$ cat config.mk
export PLATFORM = sky130hd
export DESIGN_NAME = datapath_controller
export DESIGN_NICKNAME = d
export VERILOG_FILES = /design/src/rtl/datapath_pkg.sv /design/src/rtl/datapath_controller_instr_decoder.sv /design/src/rtl/datapath_controller.sv
export SDC_FILE = /design/constraint.sdc
export NUM_CORES = 1
export LEC_CHECK = 0
export CAP_MARGIN = 20
export CORE_ASPECT_RATIO = 1.5
export CORE_MARGIN = 3
export CORE_UTILIZATION = 44
export DETAILED_ROUTE_END_ITERATION = 8
export PLACE_DENSITY = 0.78
export SLEW_MARGIN = 20
export SYNTH_ARGS = -nofsm -noshare
export SYNTH_HDL_FRONTEND = slang
export SYNTH_SLANG_ARGS = --single-unit
export TNS_END_PERCENT = 30
$ cat constraint.sdc
create_clock -name clock -period 2.3 [get_ports clock]
set_input_delay 0.23 -clock clock [delete_from_list [all_inputs] [get_ports clock]]
set_output_delay 0.23 -clock clock [all_outputs]
set_load 0.03 [all_outputs]
$ cat src/rtl/datapath_pkg.sv
// Shared ALU codes, opcode/funct fields, FSM states and latched control bundle for the datapath sequencer.
// No logic, so no latency; no backpressure.
package datapath_pkg;

    localparam logic [3:0] ALU_AND = 4'b0000;
    localparam logic [3:0] ALU_OR  = 4'b0001;
    localparam logic [3:0] ALU_ADD = 4'b0010;
    localparam logic [3:0] ALU_SLL = 4'b0011;
    localparam logic [3:0] ALU_SUB = 4'b0100;
    localparam logic [3:0] ALU_SRL = 4'b0101;
    localparam logic [3:0] ALU_MUL = 4'b0110;
    localparam logic [3:0] ALU_XOR = 4'b0111;
    localparam logic [3:0] ALU_HCF = 4'b1001;

    localparam logic [6:0] OP_RTYPE   = 7'b0110011;
    localparam logic [6:0] OP_CUSTOM0 = 7'b0001011;
    localparam logic [6:0] OP_BRANCH  = 7'b1100011;

    localparam logic [6:0] F7_BASE   = 7'b0000000;
    localparam logic [6:0] F7_ALT    = 7'b0100000;
    localparam logic [6:0] F7_MULDIV = 7'b0000001;

    localparam logic [2:0] F3_ADD = 3'b000;
    localparam logic [2:0] F3_SLL = 3'b001;
    localparam logic [2:0] F3_XOR = 3'b100;
    localparam logic [2:0] F3_SRL = 3'b101;
    localparam logic [2:0] F3_OR  = 3'b110;
    localparam logic [2:0] F3_AND = 3'b111;
    localparam logic [2:0] F3_BEQ = 3'b000;

    localparam logic [31:0] INSTR_ECALL = 32'h0000_0073;

    localparam logic [1:0] WAIT_ONE = 2'd0;
    localparam logic [1:0] WAIT_MUL = 2'd1;
    localparam logic [1:0] WAIT_HCF = 2'd2;

    typedef enum logic [2:0] {
        ST_IDLE,
        ST_FETCH,
        ST_DECODE,
        ST_EXECUTE,
        ST_WRITEBACK,
        ST_HALT
    } state_t;

    typedef struct packed {
        logic [4:0]  rs1;
        logic [4:0]  rs2;
        logic [4:0]  rd;
        logic [3:0]  alu;
        logic        wr_en;
        logic        is_branch;
        logic [12:0] b_imm;
    } ctrl_t;

endpackage

$ cat src/rtl/datapath_controller_instr_decoder.sv
// Combinational decoder: instruction word to register fields, ALU code, wait class and branch immediate.
// Zero latency, output follows instr; no backpressure.
module instr_decoder
    import datapath_pkg::*;
(
    input  logic [31:0] instr,
    output logic [4:0]  rs1,
    output logic [4:0]  rs2,
    output logic [4:0]  rd,
    output logic [3:0]  alu_control,
    output logic [1:0]  wait_sel,
    output logic        is_branch,
    output logic        is_halt,
    output logic        illegal,
    output logic [12:0] b_imm
);

    logic [6:0] opcode;
    logic [6:0] funct7;
    logic [2:0] funct3;

    assign opcode = instr[6:0];
    assign funct3 = instr[14:12];
    assign funct7 = instr[31:25];
    assign rs1    = instr[19:15];
    assign rs2    = instr[24:20];
    assign rd     = instr[11:7];
    assign b_imm  = {instr[31], instr[7], instr[30:25], instr[11:8], 1'b0};

    always_comb begin
        alu_control = ALU_AND;
        wait_sel    = WAIT_ONE;
        is_branch   = 1'b0;
        is_halt     = 1'b0;
        illegal     = 1'b0;
        if (instr == INSTR_ECALL) begin
            is_halt = 1'b1;
        end else begin
            case (opcode)
                OP_RTYPE: begin
                    case (funct7)
                        F7_BASE: begin
                            case (funct3)
                                F3_ADD:  alu_control = ALU_ADD;
                                F3_AND:  alu_control = ALU_AND;
                                F3_OR:   alu_control = ALU_OR;
                                F3_XOR:  alu_control = ALU_XOR;
                                F3_SLL:  alu_control = ALU_SLL;
                                F3_SRL:  alu_control = ALU_SRL;
                                default: illegal = 1'b1;
                            endcase
                        end
                        F7_ALT: begin
                            if (funct3 == F3_ADD) alu_control = ALU_SUB;
                            else                  illegal = 1'b1;
                        end
                        F7_MULDIV: begin
                            if (funct3 == F3_ADD) begin
                                alu_control = ALU_MUL;
                                wait_sel    = WAIT_MUL;
                            end else begin
                                illegal = 1'b1;
                            end
                        end
                        default: illegal = 1'b1;
                    endcase
                end
                OP_CUSTOM0: begin
                    if (funct3 == F3_ADD) begin
                        alu_control = ALU_HCF;
                        wait_sel    = WAIT_HCF;
                    end else begin
                        illegal = 1'b1;
                    end
                end
                OP_BRANCH: begin
                    // BEQ compares by subtraction; the datapath reports equality via zero_flag
                    if (funct3 == F3_BEQ) begin
                        alu_control = ALU_SUB;
                        is_branch   = 1'b1;
                    end else begin
                        illegal = 1'b1;
                    end
                end
                default: illegal = 1'b1;
            endcase
        end
    end

endmodule

$ cat src/rtl/datapath_controller.sv
// Fetch/decode/execute/writeback sequencer driving the datapath register-file/ALU controls from an instruction ROM.
// 4 cycles per single-cycle op, 3+MUL_LAT / 3+HCF_LAT for MUL / HCF; no backpressure, start is a one-shot pulse.
module datapath_controller
    import datapath_pkg::*;
#(
    parameter int PC_W     = 10,
    parameter int RESET_PC = 0,
    parameter int HCF_LAT  = 8,
    parameter int MUL_LAT  = 2,
    parameter int CNT_W    = 16
) (
    input  logic              clock,
    input  logic              reset,
    input  logic              start,
    output logic [PC_W-3:0]   imem_addr,
    input  logic [31:0]       imem_rdata,
    output logic [4:0]        read_reg_num1,
    output logic [4:0]        read_reg_num2,
    output logic [4:0]        write_reg,
    output logic [3:0]        alu_control,
    output logic              regwrite,
    input  logic              zero_flag,
    output logic [PC_W-1:0]   pc,
    output logic              busy,
    output logic              halted,
    output logic              illegal_instr,
    output logic [CNT_W-1:0]  retired_count
);

    localparam int MAX_LAT = (HCF_LAT > MUL_LAT) ? HCF_LAT : MUL_LAT;
    localparam int WAIT_W  = $clog2(MAX_LAT + 1);

    state_t state;
    state_t state_nxt;

    logic [4:0]  d_rs1;
    logic [4:0]  d_rs2;
    logic [4:0]  d_rd;
    logic [3:0]  d_alu;
    logic [1:0]  d_wait_sel;
    logic        d_branch;
    logic        d_halt;
    logic        d_illegal;
    logic [12:0] d_b_imm;

    ctrl_t              ctrl_dec;
    ctrl_t              ctrl_q;
    ctrl_t              ctrl_out;
    logic [WAIT_W-1:0]  wait_q;
    logic [WAIT_W-1:0]  wait_load;
    logic               wait_done;
    logic [PC_W-1:0]    pc_nxt;
    logic [PC_W-1:0]    pc_seq;
    logic [PC_W-1:0]    pc_br;

    instr_decoder u_decoder (
        .instr       (imem_rdata),
        .rs1         (d_rs1),
        .rs2         (d_rs2),
        .rd          (d_rd),
        .alu_control (d_alu),
        .wait_sel    (d_wait_sel),
        .is_branch   (d_branch),
        .is_halt     (d_halt),
        .illegal     (d_illegal),
        .b_imm       (d_b_imm)
    );

    // HALT and illegal words decode to an all-zero control bundle so nothing stale leaks out
    always_comb begin
        ctrl_dec = '0;
        if (!d_halt && !d_illegal) begin
            ctrl_dec.rs1       = d_rs1;
            ctrl_dec.rs2       = d_rs2;
            ctrl_dec.rd        = d_rd;
            ctrl_dec.alu       = d_alu;
            ctrl_dec.wr_en     = !d_branch && (d_rd != 5'd0);
            ctrl_dec.is_branch = d_branch;
            ctrl_dec.b_imm     = d_b_imm;
        end
    end

    always_comb begin
        case (d_wait_sel)
            WAIT_MUL: wait_load = WAIT_W'(MUL_LAT);
            WAIT_HCF: wait_load = WAIT_W'(HCF_LAT);
            default:  wait_load = WAIT_W'(1);
        endcase
    end

    assign wait_done = (wait_q == WAIT_W'(1));
    assign pc_seq    = pc + PC_W'(4);
    assign pc_br     = (pc + PC_W'($signed(ctrl_q.b_imm))) & ~PC_W'(3);

    always_comb begin
        pc_nxt = pc;
        if (state == ST_DECODE && d_illegal) begin
            pc_nxt = pc_seq;
        end else if (state == ST_WRITEBACK) begin
            pc_nxt = (ctrl_q.is_branch && zero_flag) ? pc_br : pc_seq;
        end
    end

    always_ff @(posedge clock) begin
        if (reset) state <= ST_IDLE;
        else       state <= state_nxt;
    end

    always_comb begin
        state_nxt = state;
        case (state)
            ST_IDLE:      if (start) state_nxt = ST_FETCH;
            ST_FETCH:     state_nxt = ST_DECODE;
            ST_DECODE: begin
                if (d_halt)         state_nxt = ST_HALT;
                else if (d_illegal) state_nxt = ST_FETCH;
                else                state_nxt = ST_EXECUTE;
            end
            ST_EXECUTE:   if (wait_done) state_nxt = ST_WRITEBACK;
            ST_WRITEBACK: state_nxt = ST_FETCH;
            ST_HALT:      state_nxt = ST_HALT;
            default:      state_nxt = ST_IDLE;
        endcase
    end

    // Word address is loaded on the way into FETCH so the ROM word lands at the start of DECODE
    always_ff @(posedge clock) begin
        if (reset) begin
            pc            <= PC_W'(RESET_PC);
            imem_addr     <= '0;
            ctrl_q        <= '0;
            wait_q        <= '0;
            illegal_instr <= 1'b0;
            retired_count <= '0;
        end else begin
            pc <= pc_nxt;
            if (state_nxt == ST_FETCH) imem_addr <= pc_nxt[PC_W-1:2];
            case (state)
                ST_DECODE: begin
                    ctrl_q <= ctrl_dec;
                    wait_q <= wait_load;
                    if (d_illegal) illegal_instr <= 1'b1;
                end
                ST_EXECUTE:   wait_q <= wait_q - WAIT_W'(1);
                ST_WRITEBACK: retired_count <= retired_count + CNT_W'(1);
                default: ;
            endcase
        end
    end

    always_comb begin
        ctrl_out      = (state == ST_DECODE) ? ctrl_dec : ctrl_q;
        read_reg_num1 = ctrl_out.rs1;
        read_reg_num2 = ctrl_out.rs2;
        write_reg     = ctrl_out.rd;
        alu_control   = ctrl_out.alu;
        regwrite      = (state == ST_WRITEBACK) && ctrl_q.wr_en;
        busy          = (state != ST_IDLE) && (state != ST_HALT);
        halted        = (state == ST_HALT);
    end

endmodule
# [After elaboration in Yosys (flattened, before gate mapping)]
# Index checks and enable logic that the tools add are counted.
[totals] wordCells=92 register_bits=76 output_inout_bits=57
[classes] addsub=4 muxes=33 eq_ne=21 n_reduce_logical=20
[ops] op="34-bit two-way mux" n=2
[ops] op="32-bit by 7-bit == test with 1-bit output, second input constant" n=1
[ops] op="10-bit two-way mux" n=3
[ops] op="4-bit case mux with 3 select lines" n=2
[ops] op="3-bit == test, second input constant" n=6
[ops] op="3-bit case mux with 6 select lines" n=1
[ops] op="16-bit by 1-bit adder with 16-bit output, second input constant" n=1
[ops] op="4-bit case mux with 2 select lines" n=2
[ops] op="3-bit two-way mux" n=5
[ops] op="3-bit case mux with 5 select lines" n=1
[ops] op="7-bit by 6-bit == test with 1-bit output, second input constant" n=2
[ops] op="10-bit adder" n=1
[ops] op="10-bit by 3-bit adder with 10-bit output, second input constant" n=1
[ops] op="3-bit by 1-bit == test with 1-bit output, second input constant" n=3
[ops] op="1-bit two-way mux" n=8
[ops] op="2-bit two-way mux" n=4
[ops] op="4-bit two-way mux" n=2
[ops] op="7-bit by 1-bit == test with 1-bit output, second input constant" n=1
[ops] op="7-bit by 4-bit == test with 1-bit output, second input constant" n=1
[ops] op="7-bit == test, second input constant" n=1
[ops] op="7-bit zero test" n=1
[ops] op="3-bit by 2-bit == test with 1-bit output, second input constant" n=2
[ops] op="1-bit logical AND" n=6
[ops] op="3-bit zero test" n=2
[ops] op="14 further kinds" n=19

# [Depth between registers and ports, before layout]
# Gate-level depths: netlist (run 1).
[logic_depth] ltp_word=10 mapped_depth=10 depth_no_buf=9

# [Hierarchy]
# Synthesis (run 1) repeated with hierarchy kept, for this count alone.
[hier_totals] hier_cells=454 area_unflattened_um2=3916.3
[modules_own_cells] mod="datapath_controller" cells_each=379 seq_area_each_um2=1381.3 area_each_um2=3372.0 n_inst=1
[modules_own_cells] mod="instr_decoder" cells_each=75 seq_area_each_um2=0.0 area_each_um2=544.3 n_inst=1

# [Least setup slack after synthesis (run 1)]
# OpenSTA, ideal clock, no wires.
[synth_path] path_type="reg-to-reg" from="register pc[3]" to="register pc[9]" stages_incl_launch_ff=9 required_time_ps=2169 t_arrival_ps=2259 slack_ps=-90 synth_period_minus_slack_ps=2390 path_buffers=0 setup_ps=131 cell_sequence="dfxtp_1 -> ha_1 -> a211oi_1 -> o21bai_1 -> a21o_1 -> a21oi_1 -> o21ba_2 -> mux2_2 -> nor3b_1"
[synth_via] elab_chain_len=4 elab_cells_between_ends=5 classes_between="add/sub (2); mux (3)"
[synth_rtl] item="from (decl)" line_no="datapath_controller.sv:23" source="output logic [PC_W-1:0] pc,"
[synth_rtl] item="from (signal assigned)" line_no="datapath_controller.sv:129" source="pc <= PC_W'(RESET_PC);"
[synth_rtl] item="from (signal assigned)" line_no="datapath_controller.sv:136" source="pc <= pc_nxt;"
[synth_rtl] item="10-bit by 3-bit adder with 10-bit output / 10-bit adder (equally long branches)" line_no="datapath_controller.sv:92, datapath_controller.sv:93"
[synth_rtl] item="10-bit two-way mux" line_no="datapath_controller.sv:100" source="pc_nxt = (ctrl_q.is_branch && zero_flag) ? pc_br : pc_seq;"
[synth_rtl] item="10-bit two-way mux" line_no="datapath_controller.sv:99" source="end else if (state == ST_WRITEBACK) begin"
[synth_rtl] item="10-bit two-way mux (*)" line_no="datapath_controller.sv:97" source="if (state == ST_DECODE && d_illegal) begin"
# Mark *: on every way between the ends. The rest lies on a longest branch, timed or not. The select of a mux whose other input is x is not followed.
# A chain may end at the register's enable or synchronous reset.

# [Worst setup path in the final report (run 1)]
[layout_path] from="input port imem_rdata[28]" to="output port alu_control[2]"
[layout_via] elab_chain_len=9 elab_cells_between_ends=17 classes_between="eq/ne (3); mux (9); reduce/logical (5)"
[layout_rtl] item="from (decl)" line_no="datapath_controller.sv:16" source="input logic [31:0] imem_rdata,"
[layout_rtl] item="7-bit by 6-bit == test with 1-bit output / 7-bit by 1-bit == test with 1-bit output (equally long branches)" line_no="datapath_controller_instr_decoder.sv:41" source="case (funct7)"
[layout_rtl] item="2-bit OR reduction (no line)"
[layout_rtl] item="1-bit case mux with 2 select lines" line_no="datapath_controller_instr_decoder.sv:41"
[layout_rtl] item="1-bit case mux with 2 select lines" line_no="datapath_controller_instr_decoder.sv:39" source="case (opcode)"
[layout_rtl] item="1-bit two-way mux" line_no="datapath_controller_instr_decoder.sv:36" source="if (instr == INSTR_ECALL) begin"
[layout_rtl] item="1-bit zero test" line_no="datapath_controller.sv:72" source="if (!d_halt && !d_illegal) begin"
[layout_rtl] item="1-bit logical AND" line_no="datapath_controller.sv:72"
[layout_rtl] item="34-bit two-way mux (*)" line_no="datapath_controller.sv:72"
[layout_rtl] item="34-bit two-way mux (*)"
[layout_rtl] item="to (decl)" line_no="datapath_controller.sv:20" source="output logic [3:0] alu_control,"
# Mark *: on every way between the ends. The rest lies on a longest branch, timed or not.

==> results.toml, run 1 <==
[setup_path]
start_kind = "primary input"
path_class = "primary input to primary output"
end_kind = "primary output"
cp_data_arrival_time_ps = 2000
crit_required_ps = 2070
reg2regPathDepth = 9
path_max_fanout = 4
crit_start = "imem_rdata[28]"
r2r-start = "pc[2]"

[yosys]
ys_seq_elements = 69
synth_area_leaders = "dfxtp_1, nand2_1, nor2_1, a21oi_1, ha_1"
yosysTopAreaCell = "dfxtp_1"
synthCells = 434
ys.flop_type = "dfxtp_1"
synth.top_cell.area_share_pct = 38.7
synth.yosys.seq_area_share_pct = 38.7
async_reset_ff_share_pct = 0
synth_area_per_cell_sq_um = 8.22
synth_area_sq_um = 3570
synth_cell_types = 58
yosysWarnings = 0
synth_edf_count = 0

[timing]
timing.hold.ws_ps = 194
tightest_slew_ps = 640
setup-tns-final_ps = 0
period_minus_slack_ps = 2230
finalHoldViolCount = 0
setup_viol = 0
fin_crit_sh_pct = 96.8
drv_slew = 0
fmax_ghz = 0.449
relSlewSlack_pct = 57.4
skew_ps = 5.19

[place]
port_buffers = 90
dp.cells = 669
routabilityCongestion = 0.899
place_hpwl_um = 7450

[final_layout]
mostFrequentLayoutCell = "buf_4"
layout.area.seq_sq_um = 1380
fillers = 584
drive_gt1_share_pct = 27.4
mostFrequentLayoutCells = "buf_4, dfxtp_1, nand2_1, nor2_1, clkdlybuf4s50_1"
syn_to_final_growth_pct = 52.6
diodes = 0
multi_input_area_sq_um = 2220
final_cells = 694
nets = 637

[routing]
ant_nets = 0
vias = 3767
drtPass1Iterations = 4
dr_wl_met2_um = 5550
met3_wirelength_um = 576
wl_um = 10500
wl_met1_um = 3930
drcViolationCount = 0
top_layer_used = "met4"
vias_per_cell = 5.43
drt_iter0_drc = 211
wl_per_cell_um = 15.1

[pwr]
power.leakage_nw = 2.37
ir_drop_mv = 0.367
p_total_mw = 3.00
p_per_area_nw_per_um2 = 552

[floorplan]
die_h_um = 116
design.core.area_sq_um = 7760
die-area_sq_um = 9250
die_w_um = 79.5
start_util_pct = 46.0
rows = 39
io_pins = 93

[min_path]
min_from = "imem_rdata[28]"
hold_depth = 3
hold_path_class = "primary input to flop"

[cts]
cts_hold_buffers = 0
cts_buffer_depth = 2
cts_root_buf = "clkbuf_16"
clkLatencyLatePin_ps = 340
cts_sinks = 69
h-tree-depth = 3
path_clk_slew_ps = 50
tritoncts = "done"
cts_made_buffers = 9

[grt]
grt_max_degree = 38
grt_pass1_vias = 3752
grt.total_usage_pct = 23.1
grt_pass1_wl_um = 16800
antenna_found_initial = 0
grt_overflow_total = 0

[run]
maxCapViolations = 0

[outcome]
status = "finished, final reports clean"
==> critical path, cell delays in order <==
cell	delay (ps)
buf_4	130
nor4b_4	300
buf_4	190
nand4b_1	200
buf_4	200
nor3_1	430
o21ai_4	90
nand2_2	90
buf_6	130
==> report_power, final <==
part	internal, mW	switching [mW]
Combinational	0.141	0.169
Clock	0.970	0.504
Sequential	1.21	0.00934
Total	2.32	0.683
==> metal layers <==
layer	vias up	global-route usage, %
li1	1845	-
met1	1763	23.8
met2	126	42.7
met3	33	5.86
met4	0	11.7
met5	-	0
==> per-stage QoR <==
stage	setup WS, ps	utilization (%)	area (sq um)
6_report	73.2	70.2	5440
5_1_grt	-10.5	70.2	5440
4_1_cts	2.50	69.5	5390
3_5_place_dp	-700	64.4	5000
3_3_place_gp	-615	64.4	5000
2_1_floorplan	-6.25	-	3570
==> state kept, by name, summed over array words and instances (netlist names) <==
signal	count
pc	8
state	3
illegal_instr	1
ctrl_q	29
imem_addr	8
wait_q	4
retired_count	16
==> synthesized netlist by cell type, types with 3 or more instances <==
| master | count |
|---|---|
| dfxtp_1 | 69 |
| nand2_1 | 56 |
| nor2_1 | 49 |
| a21oi_1 | 33 |
| o21ai_0 | 19 |
| nor2b_1 | 16 |
| xor2_1 | 16 |
| a22o_1 | 14 |
| clkbuf_1 | 13 |
| ha_1 | 13 |
| nand3_1 | 10 |
| and3_1 | 9 |
| inv_1 | 9 |
| a211oi_1 | 8 |
| a22oi_1 | 8 |
| or3_1 | 7 |
| nand2b_1 | 6 |
| nand4_1 | 6 |
| nor3_1 | 6 |
| and2_1 | 5 |
| nor4_1 | 5 |
| o22ai_1 | 5 |
| a21o_1 | 4 |
| buf_4 | 4 |
| o21a_1 | 3 |
| xnor2_1 | 3 |
==> area by class of cell <==
type                       instances  area share, %
tap                              102           2.34
sequential                        69           25.4
multi-input combinational        337           40.7
inverter                           9          0.621
timing repair buffer             162           25.1
clock inverter                     4           1.33
clock buffer                      11           4.46
==> path summary, 6_finish.rpt <==
check | to | slack [ps]
setup / recovery | alu_control[2] | 70
hold reg to reg | illegal_instr | 450
hold / removal | ctrl_q[8] | 190
setup reg to reg | imem_addr[7] | 110
==> cells by family after synthesis <==
kind of cell,Yosys count,share of synthesized area [%]
and+or+nand+nor,190,27.5
AOI/OAI and AO/OA,110,20.0
DFF,69,38.7
buffers and inverters,30,3.86
xor gates and xnor gates,19,4.66
adders and majority gates,13,4.56
muxes,2,0.596
other,1,0.105
==> what timing repair did <==
action | 4_1_cts | 5_1_grt
pin swaps | 15 | 18
cloned | 1 | 0
resized for setup | 125 | 44
setup endpoints to repair | 29 | 22
setup buffers | 6 | 3
No activity file was read; power rests on OpenSTA's default activity.
==> run 2, diff against run 1 <==
Settings changed: CTS_CLUSTER_SIZE set to 8.
==> results of run 2 <==
Same layout as run 1: the final DEF is identical, and so are final timing and power.
==> run 3, diff against run 2 <==
Settings changed: CORE_UTILIZATION 44 to 53, PLACE_DENSITY 0.78 to 0.88.
Clock period 2.3 ns to 2.7 ns, I/O delays scaled along.
==> run 3 against run 2 <==
Against the previous run:
- cell count down 6.9%
- critical endpoint unchanged
- first-iteration DRC count increased by 4.7%
- largest cell class unchanged
- cell area shrank 7.9%
- non-clock buffer count fell by 23
- sequential share of layout area increased by 2.1 points
==> results.toml, run 3 (synthesized netlist as in run 1, its figures left out) <==
[timing]
fmax_ghz = 0.371
fin_crit_sh_pct = 100
finalHoldViolCount = 0
setup_viol = 0
skew_ps = 13.0
relSlewSlack_pct = 52.7
period_minus_slack_ps = 2700
timing.hold.ws_ps = 361
tightest_slew_ps = 710
setup-tns-final_ps = 0
rsz0062_at_grt = "yes"
drv_slew = 0

[cts]
cts_sinks = 69
clkLatencyLatePin_ps = 360
cts_buffer_depth = 2
cts_made_buffers = 9
tritoncts = "done"
cts_root_buf = "clkbuf_8"
h-tree-depth = 3
path_clk_slew_ps = 80

[setup_path]
worst-path-buf-inv = 3
start_kind = "primary input"
timing.rr.end = "imem_addr[7]"
path_delay_family = "simple AND/OR/NAND/NOR gates"
rrSetupSlack_ps = 260
end_kind = "primary output"
slowest_delay_ps = 470
slowest_stage = "or4_4"
path_cells = "clkdlybuf4s50_1 -> nand3b_4 -> or4_4 -> nor4_4 -> nor2_2 -> and2_4 -> buf_6 -> o21ai_2 -> nand2_1 -> buf_4"
path_max_fanout = 10
crit_required_ps = 2430
cp_data_arrival_time_ps = 2430
reg2regPathDepth = 9
path_class = "primary input to primary output"
r2r-start = "pc[3]"

[grt]
antenna_found_initial = 0
grt_overflow_total = 0
grt_pass1_wl_um = 16600
grt_pass1_vias = 3698
grt.total_usage_pct = 27.1
grt_max_degree = 42

[final_layout]
syn_to_final_growth_pct = 40.6
diodes = 0
mostFrequentLayoutCell = "dfxtp_1"
nets = 614
fillers = 467
final_util_pct = 76.8
drive_gt1_share_pct = 18.6
largestRegisters = "ctrl_q x29, retired_count x16"
mostFrequentLayoutCells = "dfxtp_1, clkdlybuf4s50_1, nand2_1, buf_4, nor2_1"
regMostFlops = "ctrl_q"
final_cells = 646
largest_reg_flops = 29

[min_path]
hold_depth = 4
hold_path_class = "primary input to flop"
min_to = "ctrl_q[7]"
min_from = "imem_rdata[27]"

[routing]
wl_um = 10200
drcViolationCount = 0
wl_per_cell_um = 15.8
vias_per_cell = 5.79
ant_nets = 0
drt_iter0_drc = 221
vias = 3739
drtPass1Iterations = 5

[floorplan]
rows = 36
io_pins = 93
start_util_pct = 54.6
die_w_um = 73.0
design.core.area_sq_um = 6530
die_h_um = 106
die-area_sq_um = 7770

[pwr]
p_total_mw = 2.16
power.leakage_nw = 2.11
p_per_area_nw_per_um2 = 432
ir_drop_mv = 0.426

[outcome]
status = "finished, final reports clean"

[run]
maxCapViolations = 0

[place]
place_hpwl_um = 7510
port_buffers = 90
routabilityCongestion = 0.906
dp.cells = 628
-- run 3: changes by cell type in the layout (fill, tap and decap cells not counted), moves of 9 or more --
cell,delta
buf_4,-17
clkbuf_16,-9
clkbuf_2,-11
clkdlybuf4s50_1,+28
dlygate4sd2_1,-11
-- run 3: what timing repair did --
| action | 4_1_cts | 5_1_grt |
|---|---|---|
| buffers inserted | 0 | 1 |
| hold buffers | 0 | 0 |
| gates cloned | 1 | 0 |
| endpoints found under the setup margin | 17 | 17 |
| pin swaps | 3 | 2 |
| hold endpoints to repair | 0 | 0 |
| gates resized for setup | 53 | 20 |
-- run 3: worst max path at each step --
stage                        start          endpoint  slack, ps  cells past startpoint
CTS                 imem_rdata[23]  read_reg_num1[2]        -70                      9
global route         imem_rdata[4]      write_reg[3]       -100                     11
finish               imem_rdata[2]    alu_control[2]          1                     10
detailed placement   imem_rdata[1]      write_reg[1]       -370                      8
global placement     imem_rdata[0]      write_reg[1]       -290                      8
floorplan                    pc[3]             pc[9]        310                      8
-- run 3: per-layer routing --
layer / track usage [%] / wire length (um) / up-vias
li1: - / - / 1797
met1: 27.8 / 3760 / 1747
met2: 47.7 / 5360 / 154
met3: 5.39 / 600 / 41
met4: 18.3 / 466 / 0
met5: 0 / 0 / -
-- run 3: worst register-to-register path, stage by stage, from the launching register on --
cell      delay [ps]
dfxtp_1          410
ha_1             290
a211oi_1         310
o21bai_1         160
a21o_1           220
a21oi_1          260
o21ba_2          170
mux2_2           330
nand2_1           70
o32ai_1           70
-- run 3: final cells by class --
cell class	instances	area (sq um)	share of cell area [%]
multi-input cells	337	2090	41.8
repair buffers	139	1210	24.0
clock inverters	7	81.3	1.62
inverters	9	33.8	0.673
clock buffers	9	124	2.47
flip-flops and latches	69	1380	27.5
well taps	76	95.1	1.90
-- run 3: stage by stage --
step,worst slack [ps],area [sq um]
6_report,1.03,5020
5_1_grt,-105,5020
4_1_cts,-73.7,5020
3_5_place_dp,-371,4800
3_3_place_gp,-285,4800
2_1_floorplan,310,3570
-- run 3: where the power goes --
part           leakage (nW)  switching [mW]  total (mW)  internal (mW)
combinational          1.45           0.131       0.254          0.123
sequential            0.557          0.0108        1.04           1.03
clock                 0.100           0.436       0.873          0.437
total                  2.11           0.578        2.16           1.59
